===== config.mk =====
export PLATFORM = sky130hd
export DESIGN_NAME = cy_tlb_walker
export DESIGN_NICKNAME = d
export VERILOG_FILES = /design/src/rtl/cy_tlb_walker.sv
export SDC_FILE = /design/constraint.sdc
export NUM_CORES = 1
export LEC_CHECK = 0
export BUFFER_PORTS_ARGS = -buffer_cell sky130_fd_sc_hd__buf_2
export CAP_MARGIN = 20
export CORE_AREA = 3 3 371 373
export DETAILED_ROUTE_END_ITERATION = 8
export DIE_AREA = 0 0 374 376
export GPL_TIMING_DRIVEN = 1
export HOLD_SLACK_MARGIN = 0.06
export PLACE_DENSITY = 0.34
export SYNTH_ARGS = -nofsm -noshare
export SYNTH_HDL_FRONTEND = slang
export SYNTH_SLANG_ARGS = --single-unit

===== constraint.sdc =====
create_clock -name clk -period 6.9 [get_ports clk]
set_input_delay 1.38 -clock clk [delete_from_list [all_inputs] [get_ports clk]]
set_output_delay 1.38 -clock clk [all_outputs]
set_load 0.03 [all_outputs]

===== src/rtl/cy_tlb_walker.sv =====
// Hardware page-table walker for the cy TLB: walks a 4-level radix table over AXI
// and issues the TLB fill and resume soft-register writes, or latches a fault.
module cy_tlb_walker #(
  parameter int              ID_W    = 16,
  parameter logic [ID_W-1:0] WALK_ID = '0
) (
  input  logic            clk,
  input  logic            rst_n,
  input  logic [63:0]     ptbr,
  input  logic            miss_valid,
  input  logic [63:0]     miss_vaddr,
  input  logic            miss_read,
  output logic            fill_valid,
  output logic [31:0]     fill_addr,
  output logic [63:0]     fill_data,
  output logic            arvalid,
  input  logic            arready,
  output logic [63:0]     araddr,
  output logic [ID_W-1:0] arid,
  output logic [7:0]      arlen,
  output logic [2:0]      arsize,
  input  logic            rvalid,
  output logic            rready,
  input  logic [511:0]    rdata,
  input  logic [1:0]      rresp,
  input  logic            rlast,
  output logic            fault,
  output logic [63:0]     fault_vaddr,
  input  logic            fault_clear,
  output logic [31:0]     walk_count,
  output logic [31:0]     fault_count
);

  // AR/R handshakes: a transfer happens on a rising edge where valid and ready
  // are both high; arvalid/araddr are held stable until arready is seen.
  typedef enum logic [2:0] {
    S_IDLE, S_AR, S_RWAIT, S_DECODE, S_FILL, S_RESUME, S_DRAIN, S_FAULT
  } state_e;

  state_e      state_q, state_d;
  logic [63:0] vaddr_q, vaddr_d;
  logic        read_q, read_d;
  logic [1:0]  level_q, level_d;
  logic [63:0] base_q, base_d;
  logic [63:0] pte_q, pte_d;
  logic        large_q, large_d;
  logic [1:0]  way2_q, way2_d;
  logic        way1_q, way1_d;
  logic [63:0] fault_vaddr_q, fault_vaddr_d;
  logic [31:0] walk_count_q, walk_count_d;
  logic [31:0] fault_count_q, fault_count_d;

  logic [8:0]  idx;
  logic [63:0] pte_addr;
  logic [8:0]  lane_lsb;
  logic        perm_ok;
  logic        go_fault;
  logic        unused_bits;

  always_comb begin
    idx = vaddr_q[20:12];
    case (level_q)
      2'd0:    idx = vaddr_q[47:39];
      2'd1:    idx = vaddr_q[38:30];
      2'd2:    idx = vaddr_q[29:21];
      default: idx = vaddr_q[20:12];
    endcase
  end

  assign pte_addr = base_q + {52'h0, idx, 3'b000};
  assign lane_lsb = {pte_addr[5:3], 6'b000000};
  assign perm_ok  = read_q ? pte_q[1] : pte_q[2];

  always_ff @(posedge clk or negedge rst_n) begin
    if (!rst_n) begin
      state_q       <= S_IDLE;
      vaddr_q       <= '0;
      read_q        <= 1'b0;
      level_q       <= '0;
      base_q        <= '0;
      pte_q         <= '0;
      large_q       <= 1'b0;
      way2_q        <= '0;
      way1_q        <= 1'b0;
      fault_vaddr_q <= '0;
      walk_count_q  <= '0;
      fault_count_q <= '0;
    end else begin
      state_q       <= state_d;
      vaddr_q       <= vaddr_d;
      read_q        <= read_d;
      level_q       <= level_d;
      base_q        <= base_d;
      pte_q         <= pte_d;
      large_q       <= large_d;
      way2_q        <= way2_d;
      way1_q        <= way1_d;
      fault_vaddr_q <= fault_vaddr_d;
      walk_count_q  <= walk_count_d;
      fault_count_q <= fault_count_d;
    end
  end

  always_comb begin
    state_d       = state_q;
    vaddr_d       = vaddr_q;
    read_d        = read_q;
    level_d       = level_q;
    base_d        = base_q;
    pte_d         = pte_q;
    large_d       = large_q;
    way2_d        = way2_q;
    way1_d        = way1_q;
    fault_vaddr_d = fault_vaddr_q;
    walk_count_d  = walk_count_q;
    fault_count_d = fault_count_q;
    go_fault      = 1'b0;

    case (state_q)
      S_IDLE: begin
        if (miss_valid) begin
          vaddr_d = miss_vaddr;
          read_d  = miss_read;
          level_d = 2'd0;
          base_d  = {ptbr[63:12], 12'h000};
          if (|miss_vaddr[63:48]) go_fault = 1'b1;
          else                    state_d  = S_AR;
        end
      end
      S_AR: begin
        if (arready) state_d = S_RWAIT;
      end
      S_RWAIT: begin
        if (rvalid) begin
          pte_d = rdata[lane_lsb +: 64];
          if (rresp != 2'b00) go_fault = 1'b1;
          else                state_d  = S_DECODE;
        end
      end
      S_DECODE: begin
        // Only 4KB (L3) and 2MB (L2) leaves are representable in the TLB.
        if (!pte_q[0]) begin
          go_fault = 1'b1;
        end else if (!pte_q[7]) begin
          if (level_q == 2'd3) begin
            go_fault = 1'b1;
          end else begin
            base_d  = {28'h0, pte_q[35:12], 12'h000};
            level_d = level_q + 2'd1;
            state_d = S_AR;
          end
        end else if (level_q < 2'd2) begin
          go_fault = 1'b1;
        end else if (!perm_ok) begin
          go_fault = 1'b1;
        end else begin
          large_d = (level_q == 2'd2);
          state_d = S_FILL;
        end
      end
      S_FILL: begin
        if (large_q) way1_d = ~way1_q;
        else         way2_d = way2_q + 2'd1;
        state_d = S_RESUME;
      end
      S_RESUME: begin
        walk_count_d = walk_count_q + 32'd1;
        state_d      = S_DRAIN;
      end
      S_DRAIN: begin
        if (!miss_valid) state_d = S_IDLE;
      end
      S_FAULT: begin
        if (fault_clear) state_d = S_DRAIN;
      end
      default: state_d = S_IDLE;
    endcase

    if (go_fault) begin
      state_d       = S_FAULT;
      fault_count_d = fault_count_q + 32'd1;
      fault_vaddr_d = (state_q == S_IDLE) ? miss_vaddr : vaddr_q;
    end
  end

  always_comb begin
    fill_valid = 1'b0;
    fill_addr  = '0;
    fill_data  = '0;
    if (state_q == S_FILL) begin
      fill_valid = 1'b1;
      if (large_q) begin
        fill_addr = {16'h0, 2'b01, vaddr_q[26:21], way1_q, 7'h00};
        fill_data = {vaddr_q[47:21], 9'h000, pte_q[35:21], 10'h000, pte_q[2:1], 1'b1};
      end else begin
        fill_addr = {16'h0, 1'b1, vaddr_q[21:12], way2_q, 3'b000};
        fill_data = {vaddr_q[47:12], pte_q[35:12], 1'b0, pte_q[2:1], 1'b1};
      end
    end else if (state_q == S_RESUME) begin
      fill_valid = 1'b1;
      fill_addr  = 32'h0000_0008;
    end
  end

  assign arvalid     = (state_q == S_AR);
  assign araddr      = arvalid ? {pte_addr[63:6], 6'b000000} : 64'h0;
  assign arid        = WALK_ID;
  assign arlen       = 8'h00;
  assign arsize      = 3'b110;
  // A beat left over from an aborted walk is swallowed while idle; rst_n gating
  // keeps rready low while reset is held.
  assign rready      = ((state_q == S_IDLE) && rst_n) || (state_q == S_RWAIT);
  assign fault       = (state_q == S_FAULT);
  assign fault_vaddr = fault_vaddr_q;
  assign walk_count  = walk_count_q;
  assign fault_count = fault_count_q;

  assign unused_bits = ^{rlast, ptbr[11:0], pte_q[63:36], pte_q[6:3], pte_addr[2:0]};

endmodule

After elaboration in Yosys (flattened, before gate mapping). Index checks and enable logic that the tools add are counted.

Flip-flop bits (word level): 302. Output and inout bits: 319.

Order comparisons: 1. Add/subtract/negate cells: 5. Equal/unequal tests: 25. Shifts and indexed selects: 1. Bitwise gates (word level): 3. Reductions and logical operators: 14. Muxes and demuxes: 45.

Operators by type and width (count): $shiftx 512x10->36 (1); $mux 64 (7); $pmux 64 s2 (1); $add 32x1->32 const B (2); $add 64x12->64 (1); $mux 3 (13); $mux 37 (1); $mux 32 (1); $pmux 9 s3 (1); $pmux 3 s8 (1); $ne 3x3->1 const B (6); $mux 16 (1); $reduce_or 16->1 (1); $eq 3x3->1 const B (4); $mux 1 (12); $ne 4x4->1 const B (3); $reduce_and 11->1 (1); $reduce_and 5->1 (2); $mux 2 (4); $ne 2x2->1 const B (4); $reduce_and 2->1 (4); $eq 3x2->1 const B (2); $ne 3x1->1 const B (2); $add 2x1->2 const B (2); other kinds (13) (17).

Longest topological paths before layout.
Depth after elaboration: 8. Mapped depth: 11. Mapped depth without buffers: 7.

Worst setup path before layout. No wires, ideal clock.

Kind: reg2out. Start: register state_q[1]. End: output port fill_data[29]. Arrival: 2.250 ns. Cell stages (with the launch flop): 11. Buffers on the path: 4. Required time: 5.520 ns. Slack: 3.270 ns. Cell sequence: dfrtp_1 buf_2 inv_2 nand2_1 inv_1 nand2b_1 clkbuf_1 nor2_1 buf_2 and2_1 buf_4.

Longest elaborated chain between the ends: 2.

RTL lines: from (decl) (RTL line 40) `state_e state_q, state_d;`; from (signal assigned) (RTL line 89) `state_q <= state_d;`; $eq 3x3->1 (RTL line 190) `if (state_q == S_FILL) begin`; $mux 64 (RTL line 190); to (decl) (RTL line 15) `output logic [63:0] fill_data,`.

Every way passes these cells.

Worst setup path in the final report.
Start: register state_q[2]. End: output port fill_data[28].

The elaborated chain is that of the path after synthesis.

==> qor.yml <==
status: "finished clean"
antenna_found_initial: 18
numCtsBuffers: 41
grt_pass1_vias: 14100
period_needed_ns: 5.00
start_kind: "flop"
critical_path_buf_inv_count: 3
rsz0062_at_grt: "no"
drv_slew: 0
peakVddDrop_uv: 243
tightest_slew_ns: 1.07
leakagePower_nw: 10.3
area_growth_pct: 39.6
slew_headroom: 0.290
clk-insertion-delay-late_ns: 0.61
cp_data_arrival_time_ns: 3.62
synthTopCellsByArea: "dfrtp_1 45%, mux2i_1 6.8%, nand2_1 6.7%"
die-area_um2: 141000
cp-end-kind: "primary output"
synth.yosys.seq_area_share: 0.450
portBuffers: 614
final_cell_area_um2: 21900
core_area_um2: 135000
place_area_um2: 20500
vias: 13700
maxCapViolCount: 0
yosysMostFrequentCell: "dfrtp_1"
synth_area_um2: 15700
synth_edf_count: 0
synth_commonest_cells: "282 x dfrtp_1, 279 x nand2_1, 120 x and2_1"
nets: 2798
hold_path.class: "reg2reg"
htreeDepth: 2
ctsResizeCount: 0
yosysTopAreaCellShare: 0.450
hold_violations: 0
drt_pass1_iterations: 5
synth_cell_types: 71
r2r_setup_slack_ns: 3.33
cts_root_buf: "clkbuf_16"
ios: 969
fp.dieH_um: 376
ys_warn_count: 0
wirelength_um: 76000
hpwl_um: 58000
worstPathRequired_ns: 5.52
cts.clk_slew.worst_paths_ns: 0.06
drive_gt1_frac: 0.387
overflow: 0
drc: 0
crit_family: "simple AND/OR/NAND/NOR gates"
start_util: 0.116
drtIter0Drc: 613
tns_ns: 0
crit_slowest_cell: "dfrtp_1"
avgSynthCellArea_um2: 9.97
async_flop_share: 1.00
vias_per_cell: 3.45
cts_tree: "built"
num_rows: 135
path_cells: "nand2_1 -> inv_1 -> nand2b_1 -> buf_4 -> nor2_4 -> and2_1 -> buf_2"
fmax_mhz: 200
skew_ns: 0.0230
max_stage_delay_ns: 0.85
synth.largest_area_cell: "dfrtp_1"
clockBufferDepth: 3
synth_seq_cells: 282
postCtsSetupBuffers: 0
gp_congestion: 0.731
p_per_area_nw_per_um2: 399
period_share: 0.724
cts.sinks: 282
setup_viol: 0
grt_usage: 0.104
die_x_um: 374
grt_max_degree: 133
hold_ws_ns: 0.454
path_max_fanout: 22
final_antenna_net_count: 0
critical_path_class: "reg2out"
ys.flop_type: "dfrtp_1"
grt_pass1_wl_um: 106000
cts_hold_buffers: 0
synth_cells: 1571
wl_per_cell_um: 19.2
-- layer usage --
metal / up-vias / track usage / wire, µm
met5: - / 0 / 46
met4: 8 / 0.0332 / 2110
met3: 79 / 0.0286 / 4740
met2: 434 / 0.176 / 36700
met1: 6637 / 0.129 / 32400
li1: 6510 / - / -
-- layout by cell type, fill, tap and decap left out, drive strengths merged, types with 6 or more instances in the layout --
cell,n
clkbuf,63
nor4,12
nand4,27
and4,7
o21ai,68
and2,120
inv,14
nand2b,9
conb,53
nand2,279
a222oi,7
nor2,60
xnor2,50
mux2i,106
mux4,22
clkinv,9
o22a,6
a31oi,24
mux2,78
a21oi,33
nand3,87
buf,641
xor2,15
dfrtp,282
o211ai,12
ha,6
a221o,23
nor3,10
and3,10
-- registers in the layout, summed over array words and instances (netlist names) --
register	flops
fault_vaddr	64
vaddr_q	64
base_q	52
fault_count	32
walk_count	32
pte_q	28
state_q	3
level_q	2
way2_q	2
large_q	1
read_q	1
way1_q	1
-- worst paths after layout --
check                      cells past startpoint              end  startpoint
hold reg to reg                                2       base_q[53]  base_q[53]
hold / removal                                 2       base_q[53]  base_q[53]
setup reg to reg                               8       base_q[47]  level_q[1]
min in group asynchronous                      1  fault_count[14]       rst_n
setup / recovery                               7    fill_data[28]  state_q[2]
max in group asynchronous                      3  fault_vaddr[28]       rst_n
-- kinds of logic after synthesis --
| kind of cell | Yosys count | synth area share |
|---|---|---|
| adder cells (fa/ha/maj) | 6 | 0.00479 |
| multiplexers | 206 | 0.155 |
| flip-flops | 282 | 0.450 |
| AO/OA/AOI/OAI | 190 | 0.0813 |
| buffers and inverters | 176 | 0.0654 |
| XOR/XNOR | 65 | 0.0363 |
| other | 2 | 0.000479 |
| AND/OR/NAND/NOR | 644 | 0.206 |
-- worst register-to-register path: stages, from the launching register on --
cell and delay [ns]:
dfrtp_1 0.42, ha_1 0.41, buf_4 0.31, or3b_1 0.49
o22ai_1 0.23, nor2b_4 0.73, buf_4 0.64, nand3_1 0.16
nand2_1 0.11
-- stage by stage --
stage          utilization  std cells  power, mW  setup slack, ns
3_5_place_dp         0.152       3879       6.71             2.30
4_1_cts              0.162       3955       9.00             1.77
5_1_grt              0.162       3957       9.39             1.61
6_report             0.162       3960       8.73             1.90
3_3_place_gp         0.152       3879       6.69             2.28
2_1_floorplan            -       1622       5.29             3.27
-- area by class of cell --
type / count / area (µm²)
diodes: 4 / 10.0
clock inverters: 13 / 159
fillers: 15400 / 113000
clock buffers: 63 / 1220
multi-input cells: 1164 / 7850
inverters: 12 / 45.0
flip-flops and latches: 282 / 7060
repair buffers: 641 / 3310
well taps: 1781 / 2230
-- power by group --
group	switching, mW	leakage [nW]	internal (mW)
sequential	0.521	3.58	2.22
combinational	2.47	6.04	1.33
clock	0.912	0.673	1.27
Power figures use the tool's default switching activity.
